### src/rtl/qu_pipe_ctrl.sv
// ---------------------------------------------------------------------------
// qu_pipe_ctrl -- front-end pipeline sequencer for the Qu core.
//
// Generates per-stage enables and flush strobes for NUM_STAGES in-order
// stages (stage 0 = fetch). Stages come up staggered after reset and after
// every flush, freeze on back-pressure, and are flushed for FLUSH_CYCLES
// cycles on a mispredict or exception, with a one-cycle PC redirect to fetch.
//
// Optional feature: define QU_PIPE_CTRL_PERF_EN to add saturating 32-bit
// performance counters (perf_stall_cycles, perf_flushes, perf_mispredicts).
//
// Ports:
//   clk                in   system clock, rising edge
//   rst                in   synchronous active-high reset
//   stall              in   global stall, freezes every stage
//   stage_stall        in   per-stage back-pressure; bit i stalls 0..i
//   mispredict         in   branch mispredict pulse
//   mispredict_pc      in   corrected PC, valid with mispredict
//   exception          in   exception pulse (wins over mispredict)
//   exception_pc       in   handler PC, valid with exception
//   stage_en           out  per-stage enable
//   stage_flush        out  per-stage flush, all ones while flushing
//   pc_override_valid  out  one-cycle redirect strobe to fetch
//   pc_override        out  redirect PC, held until next redirect
//   busy               out  high in every state except RUN
//   state              out  FSM state (0 STARTUP, 1 RUN, 2 FLUSH, 3 REFILL)
// ---------------------------------------------------------------------------
module qu_pipe_ctrl #(
    parameter int NUM_STAGES      = 4,
    parameter int PC_WIDTH        = 32,
    parameter int STARTUP_STAGGER = 1,
    parameter int FLUSH_CYCLES    = 2
) (
    input  logic                  clk,
    input  logic                  rst,
    input  logic                  stall,
    input  logic [NUM_STAGES-1:0] stage_stall,
    input  logic                  mispredict,
    input  logic [PC_WIDTH-1:0]   mispredict_pc,
    input  logic                  exception,
    input  logic [PC_WIDTH-1:0]   exception_pc,
    output logic [NUM_STAGES-1:0] stage_en,
    output logic [NUM_STAGES-1:0] stage_flush,
    output logic                  pc_override_valid,
    output logic [PC_WIDTH-1:0]   pc_override,
    output logic                  busy,
    output logic [1:0]            state
`ifdef QU_PIPE_CTRL_PERF_EN
    ,
    output logic [31:0]           perf_stall_cycles,
    output logic [31:0]           perf_flushes,
    output logic [31:0]           perf_mispredicts
`endif
);

    localparam int SEQ_MAX = NUM_STAGES * STARTUP_STAGGER;
    localparam int CNT_MAX = (SEQ_MAX > FLUSH_CYCLES) ? SEQ_MAX : FLUSH_CYCLES;
    localparam int CNT_W   = (CNT_MAX < 1) ? 1 : $clog2(CNT_MAX + 1);

    typedef enum logic [1:0] {
        ST_STARTUP = 2'd0,
        ST_RUN     = 2'd1,
        ST_FLUSH   = 2'd2,
        ST_REFILL  = 2'd3
    } state_t;

    state_t                cur_state;
    logic [CNT_W-1:0]      cnt;
    logic [CNT_W-1:0]      cnt_inc;
    logic [NUM_STAGES-1:0] raw_en;
    logic [NUM_STAGES-1:0] seq_en;
    logic [NUM_STAGES-1:0] blocked;
    logic                  redirect;

    assign redirect = exception | mispredict;

    // Counter saturates so a long stagger can never wrap back to 0.
    assign cnt_inc = (cnt == {CNT_W{1'b1}}) ? cnt : cnt + 1'b1;

    // Start-up/refill schedule: stage i comes up once cnt reaches i*STAGGER.
    always_comb begin
        seq_en = '0;
        for (int i = 0; i < NUM_STAGES; i++)
            seq_en[i] = (int'(cnt) >= i * STARTUP_STAGGER);
    end

    // Back-pressure at stage i also holds every upstream stage, so the
    // blocking mask is a running OR from the last stage down to stage 0.
    always_comb begin
        logic acc;
        acc     = 1'b0;
        blocked = '0;
        for (int i = NUM_STAGES - 1; i >= 0; i--) begin
            acc        = acc | stage_stall[i];
            blocked[i] = acc | stall;
        end
    end

    always_ff @(posedge clk) begin
        if (rst) begin
            cur_state         <= ST_STARTUP;
            cnt               <= '0;
            raw_en            <= '0;
            pc_override_valid <= 1'b0;
            pc_override       <= '0;
        end else begin
            pc_override_valid <= 1'b0;
            if (redirect) begin
                // Redirect wins over stall and restarts an ongoing flush.
                cur_state         <= ST_FLUSH;
                cnt               <= '0;
                raw_en            <= '0;
                pc_override_valid <= 1'b1;
                pc_override       <= exception ? exception_pc : mispredict_pc;
            end else begin
                case (cur_state)
                    ST_STARTUP, ST_REFILL: begin
                        // A global stall freezes the schedule entirely.
                        if (!stall) begin
                            raw_en <= seq_en;
                            cnt    <= cnt_inc;
                            if (seq_en[NUM_STAGES-1])
                                cur_state <= ST_RUN;
                        end
                    end
                    ST_RUN: begin
                        raw_en <= '1;
                    end
                    ST_FLUSH: begin
                        // Flush length ignores stall.
                        if (int'(cnt) >= FLUSH_CYCLES - 1) begin
                            cur_state <= ST_REFILL;
                            cnt       <= '0;
                        end else begin
                            cnt <= cnt_inc;
                        end
                    end
                    default: cur_state <= ST_STARTUP;
                endcase
            end
        end
    end

    assign stage_en    = raw_en & ~blocked;
    assign stage_flush = (cur_state == ST_FLUSH) ? {NUM_STAGES{1'b1}} : '0;
    assign busy        = (cur_state != ST_RUN);
    assign state       = cur_state;

`ifdef QU_PIPE_CTRL_PERF_EN
    always_ff @(posedge clk) begin
        if (rst) begin
            perf_stall_cycles <= '0;
            perf_flushes      <= '0;
            perf_mispredicts  <= '0;
        end else begin
            // In RUN all raw enables are high, so any low stage_en is stall-caused.
            if (cur_state == ST_RUN && (stall || |stage_stall) && perf_stall_cycles != '1)
                perf_stall_cycles <= perf_stall_cycles + 32'd1;
            if (redirect && perf_flushes != '1)
                perf_flushes <= perf_flushes + 32'd1;
            if (mispredict && perf_mispredicts != '1)
                perf_mispredicts <= perf_mispredicts + 32'd1;
        end
    end
`endif

endmodule
### config.mk
export PLATFORM = sky130hd
export DESIGN_NAME = qu_pipe_ctrl
export DESIGN_NICKNAME = d
export VERILOG_FILES = /design/src/rtl/qu_pipe_ctrl.sv
export SDC_FILE = /design/constraint.sdc
export NUM_CORES = 1
export LEC_CHECK = 0
export CORE_UTILIZATION = 29
export DETAILED_ROUTE_END_ITERATION = 16
export HOLD_SLACK_MARGIN = 0.06
export PLACE_DENSITY = 0.65
export SYNTH_ARGS = -nofsm -noshare
export SYNTH_HDL_FRONTEND = slang
export SYNTH_SLANG_ARGS = --single-unit
### constraint.sdc
create_clock -name clk -period 1.8 [get_ports clk]
set_input_delay 0.27 -clock clk [delete_from_list [all_inputs] [get_ports clk]]
set_output_delay 0.27 -clock clk [all_outputs]
set_load 0.005 [all_outputs]
After elaboration in Yosys (flattened, before gate mapping). Cells that the tools add are included.

Register bits: 42. Input port bits: 73. Output and inout port bits: 44.

Add/subtract/negate cells: 1. $lt $le $gt $ge: 3. Equal/unequal tests: 11. Muxes and demuxes: 14. Bitwise operators: 10. Reductions and logical operators: 10.

Operators by type and width (number): $mux 32 (1); $mux 3 (3); $ne 3x3->1 const B (3); $mux 2 (4); $mux 4 (2); $or 1x1->1 (8); $pmux 4 s2 (1); $reduce_and 4->1 (2); $ge 3x2->1 const B (2); $ne 2x2->1 const B (3); $pmux 3 s2 (1); $and 4x4->4 (1); $eq 2x2->1 const B (2); $not 4->4 (1); $pmux 2 s2 (1); $reduce_and 2->1 (2); $reduce_bool 2->1 (2); $reduce_or 2->1 (2); $add 3x1->3 const B (1); $eq 3x3->1 const B (1); $ge 3x1->1 const B (1); $reduce_bool 3->1 (1); $eq 2x1->1 const B (1); $logic_not 2->1 (1); 2 further kinds (2).

Depth between registers and ports, before layout.
Word-level depth: 6. Mapped depth: 7.

Least setup slack after synthesis. OpenSTA, ideal clock, no wires.

Path type: register -> register. Start: reg cur_state[0] (netlist: state[0]). End: reg cnt[1]. Library setup time: 66 ps. Data arrival time: 1580 ps. Required time: 1734 ps. Setup slack: 154 ps. Cell stages (with the launch flop): 8. Buffers on the path: 1. Clock period less this slack: 1646 ps. Cell sequence: dfxtp_1 -> inv_1 -> ha_1 -> buf_2 -> nor2_1 -> a221o_1 -> or2_2 -> a21oi_2.

Cells in the longest elaborated chain, start to end: 4.

Ends and longest elaborated chain: start: declaration (line 67) `state_t cur_state;`; start signal: assignment (line 101) `cur_state <= ST_STARTUP;`; start signal: assignment (line 110) `cur_state <= ST_FLUSH;`; start signal: assignment (line 123) `cur_state <= ST_RUN;`; $eq 2x2->1 / $logic_not 2->1 (equally long branches) (line 116) `case (cur_state)`; $reduce_or 2->1 (line 116); $ne 2x2->1 (no line) / $reduce_bool 2->1 (equally long branches); $reduce_and 2->1 (no line); end signal: assignment (line 121) `cnt <= cnt_inc;`; end signal: assignment (line 135) `cnt <= cnt_inc;`; end: declaration (line 68) `logic [CNT_W-1:0] cnt;`.

Several ways; a longest one is shown, not always the timed one. A chain may end at the register's enable or synchronous reset.

Worst setup path after layout.
Start: reg cur_state[1] (netlist: state[1]). End: out busy.

Cells in the longest elaborated chain, start to end: 1.

Ends and longest elaborated chain: $ne 2x1->1 (line 146) `assign busy = (cur_state != ST_RUN);`; end: declaration (line 46) `output logic busy,`.

Every way passes these cells.

==> flow_metrics.tcl <==
set metrics [dict create \
    status "finished, violations left" \
    violations "design-rule violations" \
    port_buffers 116 \
    htree_num_levels 2 \
    tritoncts "done" \
    clock.fmax_mhz 574.7 \
    grt_pass1_vias 1978 \
    drcViolationCount 9 \
    max_stage_delay_ps 490 \
    skew_ps 1.769 \
    slew_headroom 0.7057 \
    critPathKind "reg -> out" \
    min_period_over_period 0.9667 \
    whs_ps 366.9 \
    dpl.hpwl_mm 3.756 \
    io-pin-count 117 \
    hold_depth 3 \
    rsz0062_at_grt "false" \
    grt_pass1_wl_mm 8.707 \
    cap_violations 0 \
    slew_violations 0 \
    synth_edf_count 0 \
    drtAntennaViolNets 0 \
    slowest_stage "clkdlybuf4s50_1" \
    hold_viol 0 \
    drt_iter0_markers 61 \
    cp.required_ps 1530 \
    overflow 0 \
    fp.dieH_um 84.96 \
    p_clk_frac 0.321 \
    worstPathArrival_ps 1470 \
    postCtsSetupBuffers 0 \
    num_vias 2011 \
    rows 29 \
    viasPerCell 4.666 \
    layout-drive-gt1-share 0.06780 \
    async_flop_share 0 \
    critPathBufInv 3 \
    path_cells "inv_1 -> ha_1 -> inv_1 -> clkdlybuf4s50_1" \
    ys_top_cells_by_area "dfxtp_1 (42%), mux2i_1 (16%), nor2_1 (15%), a21oi_1 (9.5%), ha_1 (3.1%)" \
    worstSetupPathDepth 4 \
    syn_avg_cell_area_sq_um 8.213 \
    netlist.area_leader.share 0.4213 \
    core_sq_mm 0.006495 \
    p_comb_frac 0.248 \
    switchingPower_uw 564.9 \
    clock_sinks 42 \
    internal_power_mw 1.798 \
    wl_per_cell_um 12.07 \
    ys_types 28 \
    clockRootBuffer "clkbuf_8" \
    powerDensity_mw_per_mm2 708.6 \
    nets 432 \
    synth-main-ff-cell "dfxtp_1" \
    syn_to_final_growth_pct 67.08 \
    vdd_drop_max_v 0.0003331 \
    ys_seq_area_frac 0.4213 \
    synthesis.area_sq_mm 0.001996 \
    hp-class "in -> reg" \
    dpl-instance-area_sq_mm 0.003218 \
    cp_top_family "buffers and inverters" \
    pwr-share-seq 0.431 \
    path_clk_slew_ps 80 \
    fin_area_sq_mm 0.003334 \
    dieArea_sq_mm 0.007217 \
    cts_buffer_depth 2 \
    synthTopCellsByCount "nor2_1 (78), dfxtp_1 (42), a21oi_1 (38)" \
    yosys_warnings 0 \
    clock_latency_ps 290 \
    grt_use_total 0.1489 \
    cts_buffers 5 \
    period_minus_slack_ps 1740 \
    first_pass_iters 10 \
    ys_ff_latch 42 \
    reg2reg_depth 6 \
    total_leakage_power_nw 1.387 \
    initial_core_util 0.3073 \
    n_antenna_cell 0 \
    cp_common_cell "inv_1" \
    worstMarginPinSlew_ps 435.7 \
    switching_share 0.2391 \
    cp-end-kind "primary output" \
    drt-total-wl_mm 5.202 \
    startpoint_type "flop" \
    syn_inst 243 \
    path_max_fanout 4 \
    yosys.area.top_type "dfxtp_1" \
    grt_max_degree 66 \
    antenna_found_initial 0 \
    gp_congestion 0.7823 \
    setup_viol 0 \
    die_w_um 84.96 \
    yosys.cell_count.top_type "nor2_1" \
    syn-num-nets 321 \
]
## flip-flops by register name, summed over array words and instances (netlist names)
signal             flops
pc_override_valid      1
raw_en                 4
pc_override           32
cnt                    3
state                  2
## power groups by stage
stage                     Sequential [mW]  Combinational (mW)  Clock, mW
after global routing                 1.03               0.646      0.829
after floorplan                      1.04               0.259          0
after detailed placement             1.04               0.587          0
after CTS                            1.02               0.591      0.790
final                                1.02               0.587      0.758
after global placement               1.04               0.584          0
## placed cells by master, fill, tap and decap left out
master and count:
buf_4 8, dfxtp_1 41, ha_1 4, clkbuf_8 6, a21oi_1 38, nor2_1 78, clkdlybuf4s50_1 109, and3b_1 1
xnor2_1 1, nor4_1 2, ha_2 1, o21ai_0 1, a221o_1 1, a311oi_1 2, a21oi_2 1, or2_2 1
buf_2 2, bufinv_16 1, buf_12 1, or3_1 1, and2_1 1, a211o_1 1, nor4b_1 1, dlygate4sd2_1 5
inv_1 5, mux2i_1 32, nand2_1 1, o41ai_1 1, or2_4 1, nor4_2 1, dfxtp_2 1, a211oi_1 3
nor3b_1 1
## repair_timing
| action | CTS | global route |
|---|---|---|
| endpoints found under the setup margin | 4 | 6 |
| pin swaps | 3 | 0 |
| hold buffers | 0 | 0 |
| gates resized for setup | 6 | 2 |
## layer usage
metal / vias to the layer above / wire [um] / GRT usage
met4: 0 / 24 / 0.04160
li1: 1038 / - / -
met3: 2 / 441 / 0.04767
met1: 895 / 2387 / 0.1728
met5: - / 0 / 0
met2: 76 / 2349 / 0.2625
## through the flow
stage	util	power, mW	setup TNS [ps]	setup WS [ps]	std cells
floorplan	-	1.300	0	154.4	243
global placement	0.4955	1.621	-431.0	-173.6	424
detailed placement	0.4955	1.626	-612.9	-227.0	424
CTS	0.5128	2.398	0	1.609	431
global route	0.5134	2.501	0	1.924	431
finish	0.5134	2.363	0	59.87	431
## cell families (layout without fill, tap and decap cells)
family / count (synthesis) / count (layout) / synth area share
xor+xnor: 1 / 1 / 0.004390
fa+ha+maj: 5 / 5 / 0.03135
buf+inv: 26 / 137 / 0.06207
simple gates: 89 / 89 / 0.1843
flops: 42 / 42 / 0.4213
compound gates: 48 / 48 / 0.1360
mux: 32 / 32 / 0.1605
## cell type report
type | instances | area, sq um
sequential | 42 | 842.1
inverter | 5 | 18.77
clock inverter | 1 | 30.03
clock buffer | 6 | 82.58
tap | 77 | 96.34
multi-input combinational | 175 | 1040
fill | 617 | 3161
timing repair buffer | 125 | 1225
## worst paths after layout
path                                from                            to  slack, ps
hold / removal                mispredict  pc_override_valid$_SDFF_PP0_        370
setup / recovery   state[1]$_SDFFE_PP0P_                          busy         60
hold reg to reg   raw_en[0]$_SDFFE_PP0P_        raw_en[0]$_SDFFE_PP0P_        480
setup reg to reg   state[0]$_SDFFE_PP0P_           cnt[1]$_SDFFE_PP0P_        120
## worst reg2reg max path: stages, from the launching register on
cell,delay (ps)
dfxtp_1,380
inv_1,60
ha_2,390
nor2_1,90
a221o_1,300
or2_2,290
a21oi_2,110
No activity file was read; power rests on OpenSTA's default activity.
